[src/rtl/attn_softmax_r2b_sched.sv]
// Scheduler between the B2R converter, the per-row softmax bank and the R2B
// tile converters. Issues softmax input strobes in a configurable row order,
// collects row outputs in ascending order into every channel of the current
// R2B tile, and generates local reset pulses plus slice-completion reporting.
//
// Handshakes: an issue happens when b2r_stream=1 and the pointed row is not
// busy. A collect happens when sm_out_valid[row] and r2b_ready[tile] are both
// high. Every output is registered, so each strobe appears one cycle after
// the cycle in which its condition was sampled.
module attn_softmax_r2b_sched #(
    parameter int NUM_ROWS    = 4,
    parameter int NUM_TILES   = 2,
    parameter int NUM_CH      = 2,
    parameter int SLICE_CNT_W = 8
) (
    input  logic                           clk,
    input  logic                           rst_n,
    input  logic                           cfg_reverse,
    input  logic [$clog2(NUM_ROWS):0]      cfg_num_rows,
    input  logic                           b2r_valid,
    input  logic                           b2r_stream,
    input  logic                           b2r_slice_done,
    output logic                           b2r_rst_n,
    output logic                           sm_en,
    output logic [NUM_ROWS-1:0]            sm_in_valid,
    input  logic [NUM_ROWS-1:0]            sm_busy,
    input  logic [NUM_ROWS-1:0]            sm_done,
    output logic [NUM_ROWS-1:0]            sm_rst_n,
    input  logic [NUM_ROWS-1:0]            sm_out_valid,
    output logic [NUM_ROWS-1:0]            sm_out_ack,
    output logic [NUM_CH*NUM_TILES-1:0]    r2b_in_valid,
    input  logic [NUM_TILES-1:0]           r2b_ready,
    input  logic [NUM_TILES-1:0]           r2b_slice_last,
    output logic [NUM_TILES-1:0]           r2b_rst_n,
    output logic [$clog2(NUM_ROWS)-1:0]    r2b_row_idx,
    output logic [$clog2(NUM_TILES):0]     r2b_tile_idx,
    output logic [SLICE_CNT_W-1:0]         slice_cnt,
    output logic                           slice_done,
    output logic                           busy
);
    localparam int RW = $clog2(NUM_ROWS);
    localparam int CW = RW + 1;
    localparam int TW = $clog2(NUM_TILES) + 1;
    localparam int VW = NUM_CH * NUM_TILES;

    typedef enum logic [1:0] {ST_IDLE, ST_RUN, ST_FLUSH, ST_DONE} state_e;

    state_e                 state_q, state_d;
    logic                   rev_q, rev_d;
    logic [CW-1:0]          n_q, n_d;
    logic [RW-1:0]          ptr_q, ptr_d;
    logic [RW-1:0]          row_q, row_d;
    logic [TW-1:0]          tile_q, tile_d;
    logic [SLICE_CNT_W-1:0] cnt_q, cnt_d;
    logic                   slice_done_q, slice_done_d;
    logic                   sm_en_q, sm_en_d;
    logic                   busy_q, busy_d;
    logic [NUM_ROWS-1:0]    in_valid_q, in_valid_d;
    logic [NUM_ROWS-1:0]    ack_q, ack_d;
    logic [VW-1:0]          r2b_v_q, r2b_v_d;
    logic                   b2r_rst_q;
    logic [NUM_ROWS-1:0]    sm_rst_q;
    logic [NUM_TILES-1:0]   r2b_rst_q;

    logic [CW-1:0] cfg_n;
    logic [RW-1:0] n_last;
    logic          busy_sel, valid_sel, ready_sel;
    logic          row_last, tile_last, issue, fire;

    // Next-state, pointer/index and strobe computation.
    always_comb begin
        state_d      = state_q;
        rev_d        = rev_q;
        n_d          = n_q;
        ptr_d        = ptr_q;
        row_d        = row_q;
        tile_d       = tile_q;
        cnt_d        = cnt_q;
        slice_done_d = 1'b0;
        sm_en_d      = sm_en_q;
        in_valid_d   = '0;
        ack_d        = '0;
        r2b_v_d      = '0;
        busy_sel     = 1'b0;
        valid_sel    = 1'b0;
        ready_sel    = 1'b0;

        // Out-of-range row counts fall back to the full bank.
        cfg_n  = (cfg_num_rows == '0 || cfg_num_rows > CW'(NUM_ROWS)) ? CW'(NUM_ROWS) : cfg_num_rows;
        n_last = RW'(n_q - CW'(1));

        for (int k = 0; k < NUM_ROWS; k++) begin
            if (ptr_q == RW'(k)) busy_sel  = sm_busy[k];
            if (row_q == RW'(k)) valid_sel = sm_out_valid[k];
        end
        for (int t = 0; t < NUM_TILES; t++) begin
            if (tile_q == TW'(t)) ready_sel = r2b_ready[t];
        end

        row_last  = (row_q == n_last);
        tile_last = (tile_q == TW'(NUM_TILES - 1));
        issue     = (state_q == ST_RUN) && b2r_stream && !busy_sel;
        fire      = ((state_q == ST_RUN) || (state_q == ST_FLUSH)) && valid_sel && ready_sel;

        case (state_q)
            ST_IDLE: begin
                rev_d  = cfg_reverse;
                n_d    = cfg_n;
                ptr_d  = cfg_reverse ? RW'(cfg_n - CW'(1)) : '0;
                row_d  = '0;
                tile_d = '0;
                if (b2r_valid) begin
                    state_d = ST_RUN;
                    sm_en_d = 1'b1;
                end
            end
            ST_RUN: begin
                if (b2r_slice_done) state_d = ST_FLUSH;
            end
            ST_FLUSH: begin
                if (fire && row_last && tile_last) state_d = ST_DONE;
            end
            ST_DONE: begin
                slice_done_d = 1'b1;
                cnt_d        = cnt_q + SLICE_CNT_W'(1);
                state_d      = ST_IDLE;
            end
            default: state_d = ST_IDLE;
        endcase

        if (issue) begin
            in_valid_d = NUM_ROWS'(1) << ptr_q;
            if (rev_q) ptr_d = (ptr_q == '0) ? n_last : ptr_q - RW'(1);
            else       ptr_d = (ptr_q == n_last) ? '0 : ptr_q + RW'(1);
        end

        if (fire) begin
            ack_d = NUM_ROWS'(1) << row_q;
            for (int c = 0; c < NUM_CH; c++) begin
                for (int t = 0; t < NUM_TILES; t++) begin
                    if (tile_q == TW'(t)) r2b_v_d[c*NUM_TILES+t] = 1'b1;
                end
            end
            if (row_last) begin
                row_d  = '0;
                tile_d = tile_last ? '0 : tile_q + TW'(1);
            end else begin
                row_d = row_q + RW'(1);
            end
        end

        busy_d = (state_d != ST_IDLE);
    end

    // State and output registers, all cleared asynchronously.
    always_ff @(posedge clk or negedge rst_n) begin
        if (!rst_n) begin
            state_q      <= ST_IDLE;
            rev_q        <= 1'b0;
            n_q          <= '0;
            ptr_q        <= '0;
            row_q        <= '0;
            tile_q       <= '0;
            cnt_q        <= '0;
            slice_done_q <= 1'b0;
            sm_en_q      <= 1'b0;
            busy_q       <= 1'b0;
            in_valid_q   <= '0;
            ack_q        <= '0;
            r2b_v_q      <= '0;
            b2r_rst_q    <= 1'b0;
            sm_rst_q     <= '0;
            r2b_rst_q    <= '0;
        end else begin
            state_q      <= state_d;
            rev_q        <= rev_d;
            n_q          <= n_d;
            ptr_q        <= ptr_d;
            row_q        <= row_d;
            tile_q       <= tile_d;
            cnt_q        <= cnt_d;
            slice_done_q <= slice_done_d;
            sm_en_q      <= sm_en_d;
            busy_q       <= busy_d;
            in_valid_q   <= in_valid_d;
            ack_q        <= ack_d;
            r2b_v_q      <= r2b_v_d;
            b2r_rst_q    <= ~b2r_slice_done;
            sm_rst_q     <= ~sm_done;
            r2b_rst_q    <= ~r2b_slice_last;
        end
    end

    assign b2r_rst_n    = b2r_rst_q;
    assign sm_en        = sm_en_q;
    assign sm_in_valid  = in_valid_q;
    assign sm_rst_n     = sm_rst_q;
    assign sm_out_ack   = ack_q;
    assign r2b_in_valid = r2b_v_q;
    assign r2b_rst_n    = r2b_rst_q;
    assign r2b_row_idx  = row_q;
    assign r2b_tile_idx = tile_q;
    assign slice_cnt    = cnt_q;
    assign slice_done   = slice_done_q;
    assign busy         = busy_q;
endmodule
[config.mk]
export PLATFORM = sky130hd
export DESIGN_NAME = attn_softmax_r2b_sched
export DESIGN_NICKNAME = d
export VERILOG_FILES = /design/src/rtl/attn_softmax_r2b_sched.sv
export SDC_FILE = /design/constraint.sdc
export NUM_CORES = 1
export LEC_CHECK = 0
export BUFFER_PORTS_ARGS = -buffer_cell sky130_fd_sc_hd__buf_2
export CORE_UTILIZATION = 40
export CTS_BUF_LIST = sky130_fd_sc_hd__clkbuf_8 sky130_fd_sc_hd__clkbuf_16
export DETAILED_ROUTE_END_ITERATION = 7
export PLACE_DENSITY_LB_ADDON = 0.08
export SLEW_MARGIN = 20
export SYNTH_ARGS = -nofsm -noshare
export SYNTH_HDL_FRONTEND = slang
export SYNTH_SLANG_ARGS = --single-unit
export TNS_END_PERCENT = 100
[constraint.sdc]
create_clock -name clk -period 3.63 [get_ports clk]
set_clock_uncertainty 0.05 [all_clocks]
set_input_delay 0.5445 -clock clk [delete_from_list [all_inputs] [get_ports clk]]
set_output_delay 0.5445 -clock clk [all_outputs]
set_load 0.1 [all_outputs]
==> metrics.md, run 1 <==
| Metric | Value |
|---|---|
| Status | complete, no violations |
| Global route total overflow | 0 |
| Initial DRT Pass Iterations | 4 |
| Area growth from synthesis to final layout | 22.6% |
| Mapped Cells | 165 |
| Initial antenna violation count | 0 |
| Critical Path RT | 3.76 ns |
| Vias | 1382 |
| CTS resizes | 0 |
| Met1 Usage GRT | 0.177 |
| Hpwl dp | 2.82 mm |
| Pins Over Slew Limit | 0 |
| Design Area, Final | 2270 µm² |
| Diode count | 0 |
| Clk_lat worst skew | 0.28 ns |
| #FFs+latches synth | 39 |
| Ys async rst share | 1.00 |
| Crit Path Max Fanout | 7 |
| Vias in the first global route | 1471 |
| Reg2Reg Setup Slack | 1.54 ns |
| Most frequent cells in the layout | 58 x buf_2, 39 x dfrtp_1, 20 x inv_1 |
| Least-Margin Pin Slew | 0.850 ns |
| Fmax | 478 MHz |
| Unrepaired setup endpoints after global routing | no |
| Via/cell ratio | 4.95 |
| CTS Root Cell | clkbuf_8 |
| GRT busiest layer | met2 |
| CTS tree | built |
| Full die area | 4910 µm² |
| Lkg Pwr | 0.00124 µW |
| Fillers | 408 |
| Crit path DAT | 2.22 ns |
| Met3 Resource Use GR | 0.0375 |
| Synthesized area | 1850 µm² |
| Period minus WS final | 2.09 ns |
| CTS clk-pin slew, worst paths | 0.08 ns |
| GPL Wtd Cong | 0.781 |
| CORE AREA | 4410 µm² |
| Post-synthesis sequential area ratio | 0.527 |
| Layout cell share with drive strength beyond 1 | 0.326 |
| Commonest non-fill, non-tap cell in the layout | buf_2 |
| Detailed-route wire length | 3.76 mm |
| Initial Util | 0.420 |
| Kind of critical path | flip-flop to flip-flop |
| Fin. Hold Viols | 0 |
| IO Pins | 59 |
| Setup violators final | 0 |
| Ys flop type | dfrtp_1 |
| Die Wd | 70.0 µm |
| First-pass GRT wire length | 6.40 mm |
| Nets | 264 |
| PwrDens | 889 nW/µm² |
| Design Power | 2020 µW |
| Number of flops mapped to enable cells by yosys | 0 |
| Clock sink total | 39 |
| Post-route clock period utilization | 0.576 |
| Setup Buffers After CTS | 0 |
| Synth Net Count | 203 |
| Synth Area per Inst | 11.2 µm² |
| Area after DPL | 2180 µm² |
| Port bufs | 58 |
| CTS buffer count | 5 |
| WL/cell | 13.5 µm |
| CTS Buffer Depth | 2 |
| Hold buffer count at CTS | 0 |
| Setup crit start kind | flip-flop |
| Worst slew margin | 0.434 |
| Max cap viols | 0 |
| Met2 Usage GRT | 0.306 |
| Hold WC Path Type | input port to async pin |
| Die height | 70.0 µm |
| GRT Total Usage | 0.165 |
| Yosys warning total | 0 |
| Peak VDD IR | 363 µV |
| DR DRC count | 0 |
| Clock H-tree levels | 2 |
| Rows | 24 |
| Pin count of the biggest net entering global routing | 40 |
| Endpoint class of the critical path | flip-flop |
| DRT iter0 DRCs | 56 |
| Remaining antenna violation count | 0 |
| Final core occ | 0.514 |
| Setup TNS | 0 ns |
| Post-synth cell types | 39 |
==> synth_stat cells (all sizes together), types with 2 or more instances <==
library cell  count  area, µm²
dfrtp            39        976
inv              19       71.3
ha               13        163
nand2            11       41.3
xnor2             8       70.1
and3              7       45.1
nor2              7       26.3
o21ai             6       30.0
and2              5       33.8
mux2              5       60.1
nand2b            5       31.3
mux2i             4       40.0
a21oi             3       15.0
nand4             3       18.8
nor2b             3       18.8
nor3              3       20.0
xor2              3       26.3
buf               2       15.0
clkbuf            2       7.51
nand3             2       10.0
==> power by group <==
part	switching (µW)	total, µW	internal [µW]
logic	814	1110	294
registers	94.6	627	532
clock network	151	282	131
==> cell families after synthesis <==
logic type,count (synthesis),share of synthesized area
DFF,39,0.527
buffers and inverters,23,0.0507
AOI/OAI and AO/OA,20,0.0757
adders and majority gates,13,0.0878
muxes,9,0.0541
and+or+nand+nor,50,0.153
xor gates and xnor gates,11,0.0520
==> final cells by class <==
type,count,area [µm²],area share
repair buffers,58,290,0.128
multi-input cells,103,782,0.345
flip-flops and latches,39,976,0.430
well taps,52,65.1,0.0287
clock inverters,3,16.3,0.00717
inverters,19,71.3,0.0314
clock buffers,5,68.8,0.0303
==> flip-flops by register name, summed over array words and instances, names as in the netlist <==
register      count
b2r_rst_n         1
r2b_rst_n         2
n_q               2
busy              1
sm_out_ack        4
slice_done        1
r2b_tile_idx      2
sm_rst_n          4
rev_q             1
slice_cnt         8
r2b_row_idx       2
r2b_in_valid      2
sm_in_valid       4
sm_en             1
ptr_q             2
state_q           2
==> path summary, 6_finish.rpt <==
kind	depth (start not counted)	to	from
worst max-delay path	6	r2b_row_idx[1]	r2b_row_idx[0]
worst min-delay path	1	sm_rst_n[0]	rst_n
worst max register to register	6	r2b_row_idx[1]	r2b_row_idx[0]
worst min register to register	1	slice_cnt[7]	slice_cnt[7]
max in group asynchronous	1	slice_cnt[1]	rst_n
min in group clk	2	r2b_rst_n[1]	r2b_slice_last[1]
==> through the flow <==
stage | std cells | hold slack (ns) | setup slack (ns)
6_report | 279 | 0.316 | 1.54
5_1_grt | 279 | 0.328 | 1.45
4_1_cts | 279 | 0.337 | 1.55
3_5_place_dp | 271 | 0.407 | 1.56
3_3_place_gp | 271 | 0.402 | 1.67
2_1_floorplan | 165 | 0.199 | 1.07
==> worst max-delay path, cell delays in order, from the launching register on <==
cell	delay, ns
dfrtp_1	0.44
inv_1	0.14
ha_1	0.23
and3b_1	0.20
a2111o_1	0.43
and2_4	0.19
mux2_4	0.29
==> per-layer routing <==
metal | routed length (µm) | share of wire
met5 | 0 | 0
met4 | 26 | 0.0069
met3 | 182 | 0.048
met2 | 2020 | 0.54
met1 | 1530 | 0.41
Note: power is estimated with default switching activity, not from simulation.
==> run 2: changes to the inputs <==
clock period = 2.1 ns   (was 3.63 ns; I/O delays follow)
==> metrics.md, run 2 (same netlist as run 1, synthesis figures left out) <==
| Metric | Value |
|---|---|
| Pins Over Slew Limit | 0 |
| Remaining antenna violation count | 0 |
| Total internal power | 1690 µW |
| Flop pwr share | 0.312 |
| Detailed-route wire length | 3.50 mm |
| Fmax | 496 MHz |
| Period minus WS final | 2.02 ns |
| Worst slew margin | 0.532 |
| Layout cell share with drive strength beyond 1 | 0.364 |
| Diode count | 0 |
| Nets | 268 |
| Setup crit start kind | flip-flop |
| Setup Buffers After CTS | 0 |
| Critical Path RT | 2.23 ns |
| Switching Fraction | 0.517 |
| Max cap viols | 0 |
| DR DRC count | 0 |
| Crit path DAT | 2.15 ns |
| Hold buffer count at CTS | 0 |
| PwrDens | 1510 nW/µm² |
| Least-Margin Pin Slew | 0.702 ns |
| Global route total overflow | 0 |
| Vias | 1376 |
| Full die area | 4910 µm² |
| Lkg Pwr | 0.00126 µW |
| Clock power share | 0.136 |
| Setup TNS | 0 ns |
| CTS tree | built |
| Most frequent cells in the layout | 58 x buf_2, 36 x dfrtp_1, 19 x inv_1 |
| Fin. Hold Viols | 0 |
| Final core occ | 0.526 |
| Met2 Usage GRT | 0.277 |
| Met1 Usage GRT | 0.189 |
| DRT iter0 DRCs | 57 |
| Vias in the first global route | 1413 |
| Setup WS pre-CTS | 0.0922 ns |
| Fillers | 423 |
| Clock sink total | 39 |
| Status | complete, no violations |
| Die Wd | 70.0 µm |
| Setup violators final | 0 |
| CTS Root Cell | clkbuf_8 |
| Port bufs | 58 |
| First-pass GRT wire length | 6.15 mm |
| Clock H-tree levels | 2 |
| Logic pwr share | 0.551 |
| Area growth from synthesis to final layout | 25.4% |
| GRT busiest layer | met2 |
| CTS resizes | 0 |
| CORE AREA | 4410 µm² |
| Crit Path Max Fanout | 7 |
| Die height | 70.0 µm |
| Post-route clock period utilization | 0.960 |
| CTS buffer count | 5 |
| IO Pins | 59 |
| Initial Util | 0.420 |
| Met3 Resource Use GR | 0.0332 |
| Endpoint class of the critical path | flip-flop |
| Via/cell ratio | 4.86 |
| Sw power | 1810 µW |
| Initial DRT Pass Iterations | 4 |
| Multi-input gate area | 797 µm² |
| Largest register FFs | 8 |
| CTS Buffer Depth | 2 |
| Register area | 985 µm² |
| Initial antenna violation count | 0 |
| Clk_lat worst skew | 0.29 ns |
| Final WS setup | 0.0839 ns |
| Peak VDD IR | 562 µV |
| GPL Wtd Cong | 0.845 |
| Hpwl dp | 2.69 mm |
| Unrepaired setup endpoints after global routing | no |
| Hold WC Path Type | input port to async pin |
| CTS clk-pin slew, worst paths | 0.08 ns |
| Commonest non-fill, non-tap cell in the layout | buf_2 |
| GRT Total Usage | 0.158 |
| Pin count of the biggest net entering global routing | 33 |
| Rows | 24 |
| WL/cell | 12.4 µm |
| Kind of critical path | flip-flop to flip-flop |
## run 2: area by class of cell
cell class	instances	share of cell area
Clock inverter	3	0.00539
Timing Repair Buffer	62	0.138
Clock buffer	5	0.0296
Inverter	19	0.0318
Sequential cell	39	0.424
Multi-Input combinational cell	103	0.343
Tap cell	52	0.0280
## run 2: routing by layer
metal / share of wire / wire length (µm) / vias up
li1: - / - / 680
met1: 0.45 / 1570 / 651
met2: 0.50 / 1750 / 40
met3: 0.038 / 134 / 5
met4: 0.013 / 45 / 0
met5: 0 / 0 / -
## run 2: worst max-delay path: stages, from the launching register on
cell and delay [ns]:
dfrtp_4 0.52, inv_2 0.08, ha_1 0.17, and4bb_1 0.19, a2111o_1 0.42, and2_4 0.19, mux2_4 0.29
## run 2: worst paths after layout
check | start | to | slack [ns] | depth (start not counted)
setup / recovery | r2b_row_idx[1] | r2b_row_idx[1] | 0.08 | 6
hold / removal | rst_n | sm_rst_n[1] | 0.02 | 1
setup reg to reg | r2b_row_idx[1] | r2b_row_idx[1] | 0.08 | 6
hold reg to reg | slice_cnt[7] | slice_cnt[7] | 0.41 | 1
max in group asynchronous | rst_n | sm_in_valid[1] | 1.43 | 2
min in group clk | sm_done[3] | sm_rst_n[3] | 0.11 | 2
## run 2: metrics by stage
stage          hold WS, ns  instance area [µm²]  cells  total power [µW]
2_1_floorplan      -0.0306                 1880    165              2680
3_3_place_gp         0.357                 2240    275              3010
3_5_place_dp         0.364                 2240    275              3050
4_1_cts             0.0533                 2320    283              3530
5_1_grt             0.0858                 2320    283              3720
6_report            0.0230                 2320    283              3500
## run 2: power by group through the flow
stage | sequential [µW] | combinational (µW) | clock, µW
after floorplan | 1860 | 818 | 0
after global placement | 1100 | 1910 | 0
after detailed placement | 1110 | 1940 | 0
after CTS | 1100 | 1950 | 491
after global routing | 1120 | 2070 | 522
final | 1090 | 1930 | 477
